`src/rtl/proc_pkg.sv`:
```
// rtl/proc_pkg.sv - status encodings and FSM state constants for the process sequencer
package proc_pkg;

    localparam logic [1:0] ST_IDLE = 2'b00;
    localparam logic [1:0] ST_RUN  = 2'b01;
    localparam logic [1:0] ST_LOAD = 2'b10;
    localparam logic [1:0] ST_READ = 2'b11;

    localparam logic [2:0] IDLE      = 3'd0;
    localparam logic [2:0] LOAD      = 3'd1;
    localparam logic [2:0] HOLD      = 3'd2;
    localparam logic [2:0] RUN       = 3'd3;
    localparam logic [2:0] READ_ADDR = 3'd4;
    localparam logic [2:0] READ_WAIT = 3'd5;
    localparam logic [2:0] READ_OUT  = 3'd6;
    localparam logic [2:0] DONE      = 3'd7;

endpackage

```
`src/rtl/rd_lat_pipe.sv`:
```
// rtl/rd_lat_pipe.sv - RD_LAT-deep valid shift register timing data-memory read capture
module rd_lat_pipe #(
    parameter int RD_LAT = 2
) (
    input  logic clk,
    input  logic rst_n,
    input  logic clear,
    input  logic launch,
    output logic ready
);

    logic [RD_LAT-1:0] pipe;

    generate
        if (RD_LAT == 1) begin : g_single
            always_ff @(posedge clk or negedge rst_n) begin
                if (!rst_n) begin
                    pipe <= '0;
                end else if (clear) begin
                    pipe <= '0;
                end else begin
                    pipe <= launch;
                end
            end
        end else begin : g_multi
            always_ff @(posedge clk or negedge rst_n) begin
                if (!rst_n) begin
                    pipe <= '0;
                end else if (clear) begin
                    pipe <= '0;
                end else begin
                    pipe <= {pipe[RD_LAT-2:0], launch};
                end
            end
        end
    endgenerate

    assign ready = pipe[RD_LAT-1];

endmodule

```
`src/rtl/process_sequencer.sv`:
```
// rtl/process_sequencer.sv - host-side sequencer driving the processor through LOAD, RUN and READ
module process_sequencer
    import proc_pkg::*;
#(
    parameter int ADDR_W      = 16,
    parameter int DATA_W      = 8,
    parameter int RD_LAT      = 2,
    parameter int RUN_TIMEOUT = 65535
) (
    input  logic              clk,
    input  logic              rst_n,
    input  logic              start,
    input  logic              abort,
    input  logic [ADDR_W-1:0] load_len,
    input  logic [ADDR_W-1:0] read_base,
    input  logic [ADDR_W-1:0] read_len,
    input  logic              in_valid,
    input  logic [DATA_W-1:0] in_data,
    output logic              in_ready,
    output logic              out_valid,
    output logic [DATA_W-1:0] out_data,
    input  logic              out_ready,
    input  logic              end_process,
    input  logic [DATA_W-1:0] dm_out,
    output logic [1:0]        status,
    output logic [DATA_W-1:0] data_in,
    output logic [ADDR_W-1:0] data_addr_in,
    output logic              busy,
    output logic              done,
    output logic              timeout_err
);

    logic [2:0]        state;
    logic [ADDR_W-1:0] cnt;
    logic [ADDR_W-1:0] idx;
    logic [31:0]       run_cnt;
    logic [ADDR_W-1:0] load_len_q;
    logic [ADDR_W-1:0] read_base_q;
    logic [ADDR_W-1:0] read_len_q;
    logic              rd_ready;
    logic              pipe_clear;
    logic              pipe_launch;

    // One token per issued address; it emerges when dm_out reflects that address.
    assign pipe_launch = (state == READ_ADDR);
    assign pipe_clear  = abort || (state == IDLE);

    rd_lat_pipe #(
        .RD_LAT(RD_LAT)
    ) u_rd_lat_pipe (
        .clk   (clk),
        .rst_n (rst_n),
        .clear (pipe_clear),
        .launch(pipe_launch),
        .ready (rd_ready)
    );

    always_ff @(posedge clk or negedge rst_n) begin
        if (!rst_n) begin
            state        <= IDLE;
            status       <= ST_IDLE;
            data_in      <= '0;
            data_addr_in <= '0;
            in_ready     <= 1'b0;
            out_valid    <= 1'b0;
            out_data     <= '0;
            busy         <= 1'b0;
            done         <= 1'b0;
            timeout_err  <= 1'b0;
            cnt          <= '0;
            idx          <= '0;
            run_cnt      <= '0;
            load_len_q   <= '0;
            read_base_q  <= '0;
            read_len_q   <= '0;
        end else if (abort) begin
            state     <= IDLE;
            status    <= ST_IDLE;
            in_ready  <= 1'b0;
            out_valid <= 1'b0;
            busy      <= 1'b0;
            done      <= 1'b0;
        end else begin
            done <= 1'b0;
            case (state)
                IDLE: begin
                    if (start) begin
                        load_len_q   <= load_len;
                        read_base_q  <= read_base;
                        read_len_q   <= read_len;
                        timeout_err  <= 1'b0;
                        cnt          <= '0;
                        idx          <= '0;
                        run_cnt      <= '0;
                        data_in      <= '0;
                        data_addr_in <= '0;
                        busy         <= 1'b1;
                        if (load_len != '0) begin
                            state    <= LOAD;
                            status   <= ST_LOAD;
                            in_ready <= 1'b1;
                        end else begin
                            state  <= RUN;
                            status <= ST_RUN;
                        end
                    end
                end
                LOAD: begin
                    if (in_valid && in_ready) begin
                        data_in      <= in_data;
                        data_addr_in <= cnt;
                        cnt          <= cnt + ADDR_W'(1);
                        if (cnt + ADDR_W'(1) == load_len_q) begin
                            in_ready <= 1'b0;
                            state    <= HOLD;
                        end
                    end
                end
                // status stays LOAD one more cycle so the final write lands in DM
                HOLD: begin
                    state   <= RUN;
                    status  <= ST_RUN;
                    run_cnt <= '0;
                end
                RUN: begin
                    run_cnt <= run_cnt + 32'd1;
                    if (end_process) begin
                        if (read_len_q != '0) begin
                            state        <= READ_ADDR;
                            status       <= ST_READ;
                            idx          <= '0;
                            data_addr_in <= read_base_q;
                        end else begin
                            state  <= DONE;
                            status <= ST_IDLE;
                            done   <= 1'b1;
                        end
                    end else if ((RUN_TIMEOUT != 0) && (run_cnt + 32'd1 == 32'(RUN_TIMEOUT))) begin
                        timeout_err <= 1'b1;
                        state       <= DONE;
                        status      <= ST_IDLE;
                        done        <= 1'b1;
                    end
                end
                READ_ADDR: begin
                    state <= READ_WAIT;
                end
                READ_WAIT: begin
                    if (rd_ready) begin
                        out_data  <= dm_out;
                        out_valid <= 1'b1;
                        state     <= READ_OUT;
                    end
                end
                READ_OUT: begin
                    if (out_ready) begin
                        out_valid <= 1'b0;
                        idx       <= idx + ADDR_W'(1);
                        if (idx + ADDR_W'(1) == read_len_q) begin
                            state  <= DONE;
                            status <= ST_IDLE;
                            done   <= 1'b1;
                        end else begin
                            data_addr_in <= read_base_q + idx + ADDR_W'(1);
                            state        <= READ_ADDR;
                        end
                    end
                end
                DONE: begin
                    busy  <= 1'b0;
                    state <= IDLE;
                end
                default: begin
                    state <= IDLE;
                end
            endcase
        end
    end

endmodule

```
`config.mk`:
```
export PLATFORM = sky130hd
export DESIGN_NAME = process_sequencer
export DESIGN_NICKNAME = d
export VERILOG_FILES = /design/src/rtl/proc_pkg.sv /design/src/rtl/rd_lat_pipe.sv /design/src/rtl/process_sequencer.sv
export SDC_FILE = /design/constraint.sdc
export NUM_CORES = 1
export LEC_CHECK = 0
export BUFFER_PORTS_ARGS = -buffer_cell sky130_fd_sc_hd__buf_2
export CELL_PAD_IN_SITES_DETAIL_PLACEMENT = 1
export CELL_PAD_IN_SITES_GLOBAL_PLACEMENT = 1
export CORE_ASPECT_RATIO = 1.2
export CORE_MARGIN = 2
export CORE_UTILIZATION = 35
export CTS_CLUSTER_SIZE = 28
export DETAILED_ROUTE_END_ITERATION = 8
export HOLD_SLACK_MARGIN = 0.1
export PLACE_DENSITY = 0.67
export SLEW_MARGIN = 5
export SYNTH_ARGS = -nofsm -noshare
export SYNTH_HDL_FRONTEND = slang
export SYNTH_SLANG_ARGS = --single-unit
```
`constraint.sdc`:
```
create_clock -name clk -period 9.67 [get_ports clk]
set_input_delay 1.934 -clock clk [delete_from_list [all_inputs] [get_ports clk]]
set_output_delay 1.934 -clock clk [all_outputs]
set_load 0.01 [all_outputs]
```
==> results.md, run 1 <==
* Status: finished clean
* PD cells at roughly 220 nW/µm²
* Multi-input logic area at 5370 µm²
* Gr ovfl total at 0
* First-pass GRT wire length at roughly 47,000 µm
* I/O Pins at 110
* Max VDD drop at 0.123 mV
* Detailed Route WL at around 28,000 µm
* Detail Route Antenna Nets at 0
* Iter 0 DRT Violations at about 300
* Pre-Repair DR Iteration Count at 4
* CP bufs+invs at 0
* RSZ-0062 raised after global routing: no
* Final setup vio count at 0
* EDFF count, synth at 0
* Max-slew violations at 0
* Worst-path cell chain: nand4_4, nor4_4, a21oi_1, a2111oi_0, nand4_2, a22o_1, and2_1, mux2_1
* Mapped Nets at 1,090
* Fin cells at 1,424
* Most frequent cells in the layout: dfrtp_1 (156), buf_2 (108), o21ai_0 (105)
* Post-synth ARST share at 100%
* # Max-Cap Violations at 0
* Worst Skew at 0.0141 ns
* CTS tree: yes
* Initial antenna violation count at 0
* Hold WS at slightly below 0.5 ns
* Fin. Hold Viols at 0
* HPWL Detailed at 20,300 µm
* Yosys Warn Count at 0
* CP startpoint kind: flop
* Sink Count at around 160
* Arrival time worst endpoint at 4.35 ns
* Diode count at 0
* CP max FO at 16
* Setup Crit Path Kind: reg2reg
* # port buffers at 109
* Layout filler cell count at ~3,200
* Yosys reg bits at between 150 and 200
* CTS H-Tree Depth at 4
* Latest clock arrival within the worst-skew pair at 0.44 ns
* Final nets at 1,163
* Placement Rows at 66
* WL/cell at 19.9 µm
* Relative slew slack at 34.2%
* R2r setup slk at around 5.6 ns
* Setup TNS at 0 ns
* Root buffer cell: clkbuf_16
* Main synth FF type: dfrtp_1
* Clock period minus worst slack at 4.04 ns
* DR vias/cell at 5.75
* Post-CTS setup buffers at 0
* Die H at 186 µm
* Tot GR Track Use at 20.4%
* Leakage power at about 0.0047 µW
* Number of buffers created by CTS at 17
* Initial core utilization at 35.5%
* Netlist cell types at 83
* Most common cell after layout, fill and taps aside: dfrtp_1
* Hold-fix buffers, CTS at 0
* Syn Inst Count at about 1,000
* Cell Area, Synth at approximately 9600 µm²
* Vias in the first global route at 8,486
* Slowest Stage Delay on Critical Path at 0.71 ns
* Area grow syn2layout at 14.1%
* Largest net degree at the start of global routing at 91
* Worst path top cell family by delay: simple AND/OR/NAND/NOR gates
* Proportion of layout cells with a drive suffix above 1 at 22.0%
* Clk buf depth at 2
* Sequential area share after synthesis at between 40% and 50%
* Placed Instances at 1,393
* Tightest Pin Transition at 0.988 ns
* DRC Markers at 0
* Total vias in the final route at 8,188
* Die area at 28,800 µm²
* Post-CTS sizing at 0
* Period utilization at about two fifths
* CP endpoint kind: flop
* Placer congestion estimate at about 0.83
* Fmax at 0.248 GHz
* Syn avg cell area at slightly below 10 µm²
* CP Data Required Time at 9.98 ns
* Core ar. at 27,100 µm²
* Flip-flop and latch area at between 3000 and 4000 µm²
* Reg clk slew, reported paths at 0.06 ns
* Slowest library cell on the worst path: dfrtp_1
* Die Wd at 155 µm
* Worst hold-check path type: reg2reg
[cells in the mapped netlist (8+ instances only)]
library cell | n | area, µm²
o31ai_1 | 24 | 180
o22ai_1 | 15 | 93.8
a21oi_1 | 37 | 185
dfrtp_1 | 156 | 3900
nor2_1 | 55 | 206
xnor2_1 | 41 | 359
a31oi_1 | 14 | 87.6
nor3_1 | 22 | 110
inv_1 | 21 | 78.8
xor2_1 | 21 | 184
clkbuf_1 | 50 | 188
ha_1 | 19 | 238
mux2i_1 | 24 | 240
a22o_1 | 11 | 96.3
nand4_1 | 22 | 138
nand3_1 | 29 | 145
nor4_1 | 22 | 138
and3_1 | 12 | 75.1
o41ai_1 | 11 | 96.3
nand2b_1 | 8 | 50.1
nand2_1 | 70 | 263
mux2_4 | 9 | 135
mux2_2 | 57 | 642
o21ai_0 | 106 | 531
[registers in the layout, summed over array words and instances, names as in the netlist, 2 cells and up]
signal / flops
out_data: 8
status: 2
u_rd_lat_pipe.pipe: 2
idx: 16
read_base_q: 16
run_cnt: 32
data_in: 8
load_len_q: 16
state: 3
cnt: 16
read_len_q: 16
data_addr_in: 16
[worst register-to-register path, cell delays in order, from the launching register on]
cell and delay (ns):
dfrtp_1 0.71, nand4_4 0.30, nor4_4 0.45, a21oi_1 0.12, a2111oi_0 0.66, nand4_2 0.38, a22o_1 0.34, and2_1 0.48
mux2_1 0.48
[per-layer routing]
metal  global-route usage (%)  up-vias  part of all wire [%]
li1                         -     3882                     -
met1                     27.2     4154                    46
met2                     34.9      131                    49
met3                     3.05       21                   2.8
met4                     5.28        0                   1.3
met5                        0        -                     0
[final cells by class]
type	instances	share of cell area, %
clock buffers	21	4.10
clock inverters	10	1.08
inverters	22	0.752
multi-input cells	756	48.9
flip-flops and latches	156	35.6
well taps	340	3.88
repair buffers	119	5.71
[through the flow]
stage	total power [µW]	cell area (µm²)	setup WS (ns)	utilization (%)
after floorplan	1500	9620	5.91	-
after global placement	1740	10400	5.56	38.4
after detailed placement	1760	10400	5.46	38.4
after CTS	2440	11000	5.63	40.5
after global routing	2570	11000	5.32	40.5
final	2420	11000	5.63	40.5
[cells by family after synthesis]
group,after synthesis,synth area share (%)
simple gates,294,16.6
compound gates,282,19.3
flops,156,40.6
mux,97,11.4
buf+inv,87,3.73
xor+xnor,62,5.65
fa+ha+maj,21,2.78
[power by group]
group	switching [µW]	internal [µW]
clock	281	385
sequential	175	801
combinational	409	366
total	865	1550
[final timing paths]
kind	to	cells after the start	from
setup / recovery	data_addr_in[1]	8	idx[4]
hold / removal	data_addr_in[4]	1	data_addr_in[4]
setup reg to reg	data_addr_in[1]	8	idx[4]
hold reg to reg	data_addr_in[4]	1	data_addr_in[4]
max in group asynchronous	cnt[2]	2	rst_n
min in group asynchronous	run_cnt[22]	1	rst_n
Power figures use the tool's default switching activity.
==> run 2: changes to the inputs <==
PLACE_DENSITY = 0.7   (was 0.67)
clock period = 3.3 ns   (was 9.67 ns; I/O delays follow)
==> results.md, run 2 (synthesis gave the netlist of run 1 again) <==
* Initial antenna violation count at 0 (unchanged)
* RSZ-0062 raised after global routing: no
* CTS H-Tree Depth at 4 (unchanged)
* Sink Count at 156 (unchanged)
* Most common cell after layout, fill and taps aside: dfrtp_1
* Die H at 186 µm (unchanged)
* Max-slew violations at 0 (unchanged)
* Proportion of layout cells with a drive suffix above 1 at 26.8% (+4.9 points)
* Vias in the first global route at 8,928 (+5.2%)
* Arrival time worst endpoint at 3.53 ns (-0.82 ns)
* Latest clock arrival within the worst-skew pair at 0.44 ns (about the same)
* PD cells at 642 nW/µm² (+190%)
* Top reg by flops: run_cnt
* CTS tree: yes
* CP max FO at 7 (-9)
* Tightest Pin Transition at 0.686 ns (-0.301 ns)
* Detail Route Antenna Nets at 0 (unchanged)
* I/O Pins at 110 (unchanged)
* Number of buffers created by CTS at 17 (unchanged)
* CP Data Required Time at 3.62 ns (-6.36 ns)
* WL/cell at 19.9 µm (-0.15%)
* Max FFs per register at 32 (unchanged)
* Clock period minus worst slack at 3.21 ns (-0.827 ns)
* Final design area excluding fillers at 11,500 µm² (+5.1%)
* Fin cells at 1,476 (+3.7%)
* DR vias/cell at 5.71 (-0.66%)
* R2r setup slk at 0.09 ns (-5.54 ns)
* Reg clk slew, reported paths at 0.07 ns (about the same)
* # Max-Cap Violations at 0 (unchanged)
* Status: finished clean
* Placer congestion estimate at 0.852 (+3.2%)
* CP startpoint kind: flop
* # port buffers at 109 (unchanged)
* Die Wd at 155 µm (unchanged)
* Final nets at 1,216 (+4.6%)
* Area after DPL at 10,800 µm² (+3.8%)
* Core ar. at 27,100 µm² (unchanged)
* Diode count at 0 (unchanged)
* Hold WS at 0.199 ns (-0.288 ns)
* Leakage power at 0.00508 µW (+7.2%)
* Worst hold-check path type: in2async
* Gr ovfl total at 0 (unchanged)
* Iter 0 DRT Violations at 340 (+13%)
* Pre-Repair DR Iteration Count at 6 (+2)
* Relative slew slack at 54.2% (+20 points)
* Placed Instances at 1,444 (+3.7%)
* Initial core utilization at 35.5% (unchanged)
* Area grow syn2layout at 19.9%
* Fmax at 0.312 GHz (+26%)
* Fin. Hold Viols at 0 (unchanged)
* Largest net degree at the start of global routing at 60 (-34%)
* Detailed Route WL at 29,400 µm (+3.5%)
* Most frequent cells in the layout: dfrtp_1 (154), buf_2 (108), o21ai_0 (105)
* Tot GR Track Use at 21.1% (+0.68 points)
* Placement Rows at 66 (unchanged)
* DRC Markers at 0 (unchanged)
* Setup TNS at 0 ns (unchanged)
* CP endpoint kind: flop
* Die area at 28,800 µm² (unchanged)
* Period utilization at 97.3% (+56 points)
* HPWL Detailed at 21,300 µm (+4.9%)
* Total vias in the final route at 8,431 (+3.0%)
* First-pass GRT wire length at 48,300 µm (+3.5%)
* Max VDD drop at 0.340 mV (+180%)
* Worst Skew at 0.0165 ns (+0.00237 ns)
* Root buffer cell: clkbuf_16
* Final setup vio count at 0 (unchanged)
* Hold-fix buffers, CTS at 0 (unchanged)
* Clk buf depth at 2 (unchanged)
* Setup Crit Path Kind: reg2reg
-- run 2: changes by cell type in the layout (fill, tap and decap cells not counted), sizes merged --
cell / delta
buf: +53
bufinv: +3
clkbuf: -2
clkinv: -2
-- run 2: final timing paths --
path | from | to | cells past startpoint
min in group clk | in_data[3] | data_in[3] | 2
worst max register to register | run_cnt[0] | state[0] | 11
worst min register to register | data_addr_in[4] | data_addr_in[4] | 1
worst max-delay path | run_cnt[0] | state[0] | 11
max in group asynchronous | rst_n | run_cnt[6] | 2
worst min-delay path | rst_n | cnt[4] | 1
-- run 2: layout make-up --
cell class,count,area (µm²)
clock buffers,19,433
clock inverters,11,195
fillers,3110,15600
inverters,22,82.6
multi-input cells,756,5450
flip-flops and latches,156,3910
well taps,340,425
repair buffers,172,1040
-- run 2: repair_timing --
action	in CTS	in global routing
endpoints found under the hold margin	0	0
resized for setup	6	13
pin swaps	4	2
endpoints found under the setup margin	3	18
setup buffers	1	1
-- run 2: routing by layer --
| layer | vias to the layer above | global-route usage [%] | part of all wire (%) |
|---|---|---|---|
| li1 | 3985 | - | - |
| met1 | 4246 | 27.4 | 45 |
| met2 | 161 | 35.9 | 49 |
| met3 | 39 | 3.17 | 3.5 |
| met4 | 0 | 7.52 | 2.3 |
| met5 | - | 0 | 0 |
-- run 2: power breakdown --
part           internal [µW]  switching (µW)  total, µW
registers               2350             468       2820
clock network           1330             828       2160
logic                   1150            1270       2420
total                   4830            2570       7400
-- run 2: critical path, stage by stage (launching register included) --
cell       delay, ns
dfrtp_2         0.45
inv_1           0.08
ha_1            0.16
or4b_2          0.63
nor4_4          0.17
o221ai_2        0.14
nor4_2          0.29
nand4_2         0.18
a2111oi_4       0.35
buf_4           0.20
o211ai_2        0.12
mux2_4          0.32
-- run 2: metrics by stage --
stage / setup slack, ns / utilization, % / total power [µW]
floorplan: 0.231 / - / 4390
global placement: 0.0109 / 39.9 / 5140
detailed placement: -0.0460 / 39.9 / 5220
CTS: 0.0516 / 42.3 / 7440
global route: 0.00276 / 42.6 / 7820
finish: 0.0901 / 42.6 / 7400
==> run 3: changes to the inputs <==
CAP_MARGIN = 20   (was unset)
CORE_MARGIN = unset   (was 2)
PLACE_DENSITY = 0.67   (was 0.7)
clock period = 4.14 ns   (was 3.3 ns; I/O delays follow)
==> results.md, run 3 (synthesis gave the netlist of run 1 again) <==
* Status: finished clean
* Hold WS at 0.412 ns (+0.213 ns)
* Die Wd at 153 µm (-1.3%)
* CP endpoint kind: flop
* # port buffers at 109 (unchanged)
* I/O Pins at 110 (unchanged)
* Most common cell after layout, fill and taps aside: dfrtp_1
* Latest clock arrival within the worst-skew pair at 0.44 ns (about the same)
* WL/cell at 19.8 µm (-0.65%)
* Placement Rows at 66 (unchanged)
* RSZ-0062 raised after global routing: no
* Area after DPL at 10,500 µm² (-2.9%)
* Largest net degree at the start of global routing at 81 (+35%)
* Initial antenna violation count at 1 (+1)
* Area grow syn2layout at 15.2%
* PD cells at 514 nW/µm² (-20%)
* Fin. Hold Viols at 0 (unchanged)
* CTS tree: yes
* Final Util at 40.9% (-1.7 points)
* Final setup vio count at 0 (unchanged)
* Pre-Repair DR Iteration Count at 6 (unchanged)
* Most frequent cells in the layout: dfrtp_1 (156), buf_2 (108), o21ai_0 (105)
* Die H at 184 µm (-1.1%)
* Worst Skew at 0.0118 ns (-0.00471 ns)
* Arrival time worst endpoint at 4.12 ns (+0.59 ns)
* Vias in the first global route at 8,706 (-2.5%)
* Number of buffers created by CTS at 17 (unchanged)
* HPWL Detailed at 20,700 µm (-2.6%)
* DRC Markers at 0 (unchanged)
* Tightest Pin Transition at 0.966 ns (+0.280 ns)
* Placer congestion estimate at 0.826 (-3.1%)
* Flip-flop and latch area at 3900 µm² (about the same)
* Tot GR Track Use at 21.2% (+0.10 points)
* Relative slew slack at 35.6% (-19 points)
* Diode count at 0 (unchanged)
* Iter 0 DRT Violations at 373 (+9.7%)
* CTS H-Tree Depth at 4 (unchanged)
* # Max-Cap Violations at 0 (unchanged)
* Period utilization at 91.6% (-5.6 points)
* Multi-input logic area at 5370 µm² (-1.4%)
* CP max FO at 16 (+9)
* Reg clk slew, reported paths at 0.07 ns (about the same)
* Layout filler cell count at 3,103 (-0.23%)
* Detailed Route WL at 28,400 µm (-3.3%)
* Proportion of layout cells with a drive suffix above 1 at 23.1% (-3.8 points)
* Top reg by flops: run_cnt
* Gr ovfl total at 0 (unchanged)
* Root buffer cell: clkbuf_16
* Total vias in the final route at 8,251 (-2.1%)
* Setup Crit Path Kind: reg2reg
* Max-slew violations at 0 (unchanged)
* CP Data Required Time at 4.46 ns (+0.84 ns)
* Leakage power at 0.00481 µW (-5.4%)
* Core ar. at 27,100 µm² (unchanged)
* CP startpoint kind: flop
* Final design area excluding fillers at 11,100 µm² (-3.9%)
* Post-CTS setup buffers at 0 (-1)
* Worst r2r src: idx[1]
* Worst Setup SP: idx[1]
* Clk buf depth at 2 (unchanged)
* First-pass GRT wire length at 47,100 µm (-2.4%)
* Setup TNS at 0 ns (unchanged)
* DR vias/cell at 5.75 (+0.59%)
* Initial core utilization at 35.5% (unchanged)
* Detail Route Antenna Nets at 0 (unchanged)
* Sink Count at 156 (unchanged)
* Die area at 28,100 µm² (-2.4%)
* Max VDD drop at 0.283 mV (-17%)
* Final nets at 1,174 (-3.5%)
* Fmax at 0.264 GHz (-15%)
* Max FFs per register at 32 (unchanged)
* Clock period minus worst slack at 3.79 ns (+0.584 ns)
* Worst hold-check path type: in2async
## run 3: cell types whose count changed in the layout (fill, tap and decap cells not counted), moves of 2 or more
cell	delta
nor4_2	-2
bufinv_16	-4
clkinv_4	+2
a211oi_1	+2
buf_4	-40
dfrtp_1	+2
dfrtp_2	-2
clkbuf_8	+4
inv_6	+2
a211oi_2	-2
nor4_1	+3
## run 3: repair_timing
item	4_1_cts	5_1_grt
resized for setup	0	1
hold buffers	0	0
setup endpoints to repair	0	14
hold endpoints to repair	0	0
## run 3: through the flow
stage	power, µW	worst slack (ns)	cells
4_1_cts	5750	0.247	1436
6_report	5690	0.346	1436
3_3_place_gp	4100	0.370	1404
5_1_grt	6030	0.0196	1436
2_1_floorplan	3500	1.07	999
3_5_place_dp	4140	0.262	1404
## run 3: area by class of cell
class	count	area share, %
multi-input combinational	756	48.5
sequential	156	35.2
timing repair buffer	130	6.40
clock buffer	22	4.37
clock inverter	10	0.948
inverter	22	0.745
tap	340	3.84
## run 3: per-layer routing
metal / global-route usage (%) / share of wire (%) / wire length [µm]
met2: 35.9 / 49 / 13900
met1: 27.5 / 46 / 13000
met5: 0 / 0 / 0
met3: 3.47 / 3.1 / 876
met4: 7.15 / 1.8 / 525
## run 3: power by group
| part | switching, µW | internal (µW) | total (µW) |
|---|---|---|---|
| logic | 957 | 866 | 1820 |
| clock network | 682 | 899 | 1580 |
| registers | 418 | 1870 | 2290 |
## run 3: worst max-delay path: stages, from the launching register on
cell	delay [ns]
dfrtp_1	0.50
ha_1	0.30
nand3_1	0.33
nor3_1	0.47
xnor2_1	0.11
a2111oi_1	0.41
nand4_2	0.30
a22o_1	0.32
and2_1	0.47
mux2_1	0.45
## run 3: path summary, 6_finish.rpt
| path | end | slack (ns) | depth (start not counted) |
|---|---|---|---|
| min in group clk | data_addr_in[1] | 0.50 | 1 |
| worst max register to register | data_addr_in[3] | 0.35 | 9 |
| worst min register to register | data_addr_in[1] | 0.50 | 1 |
| worst min-delay path | idx[13] | 0.41 | 1 |
| worst max-delay path | data_addr_in[3] | 0.35 | 9 |
| max in group asynchronous | idx[6] | 2.81 | 2 |
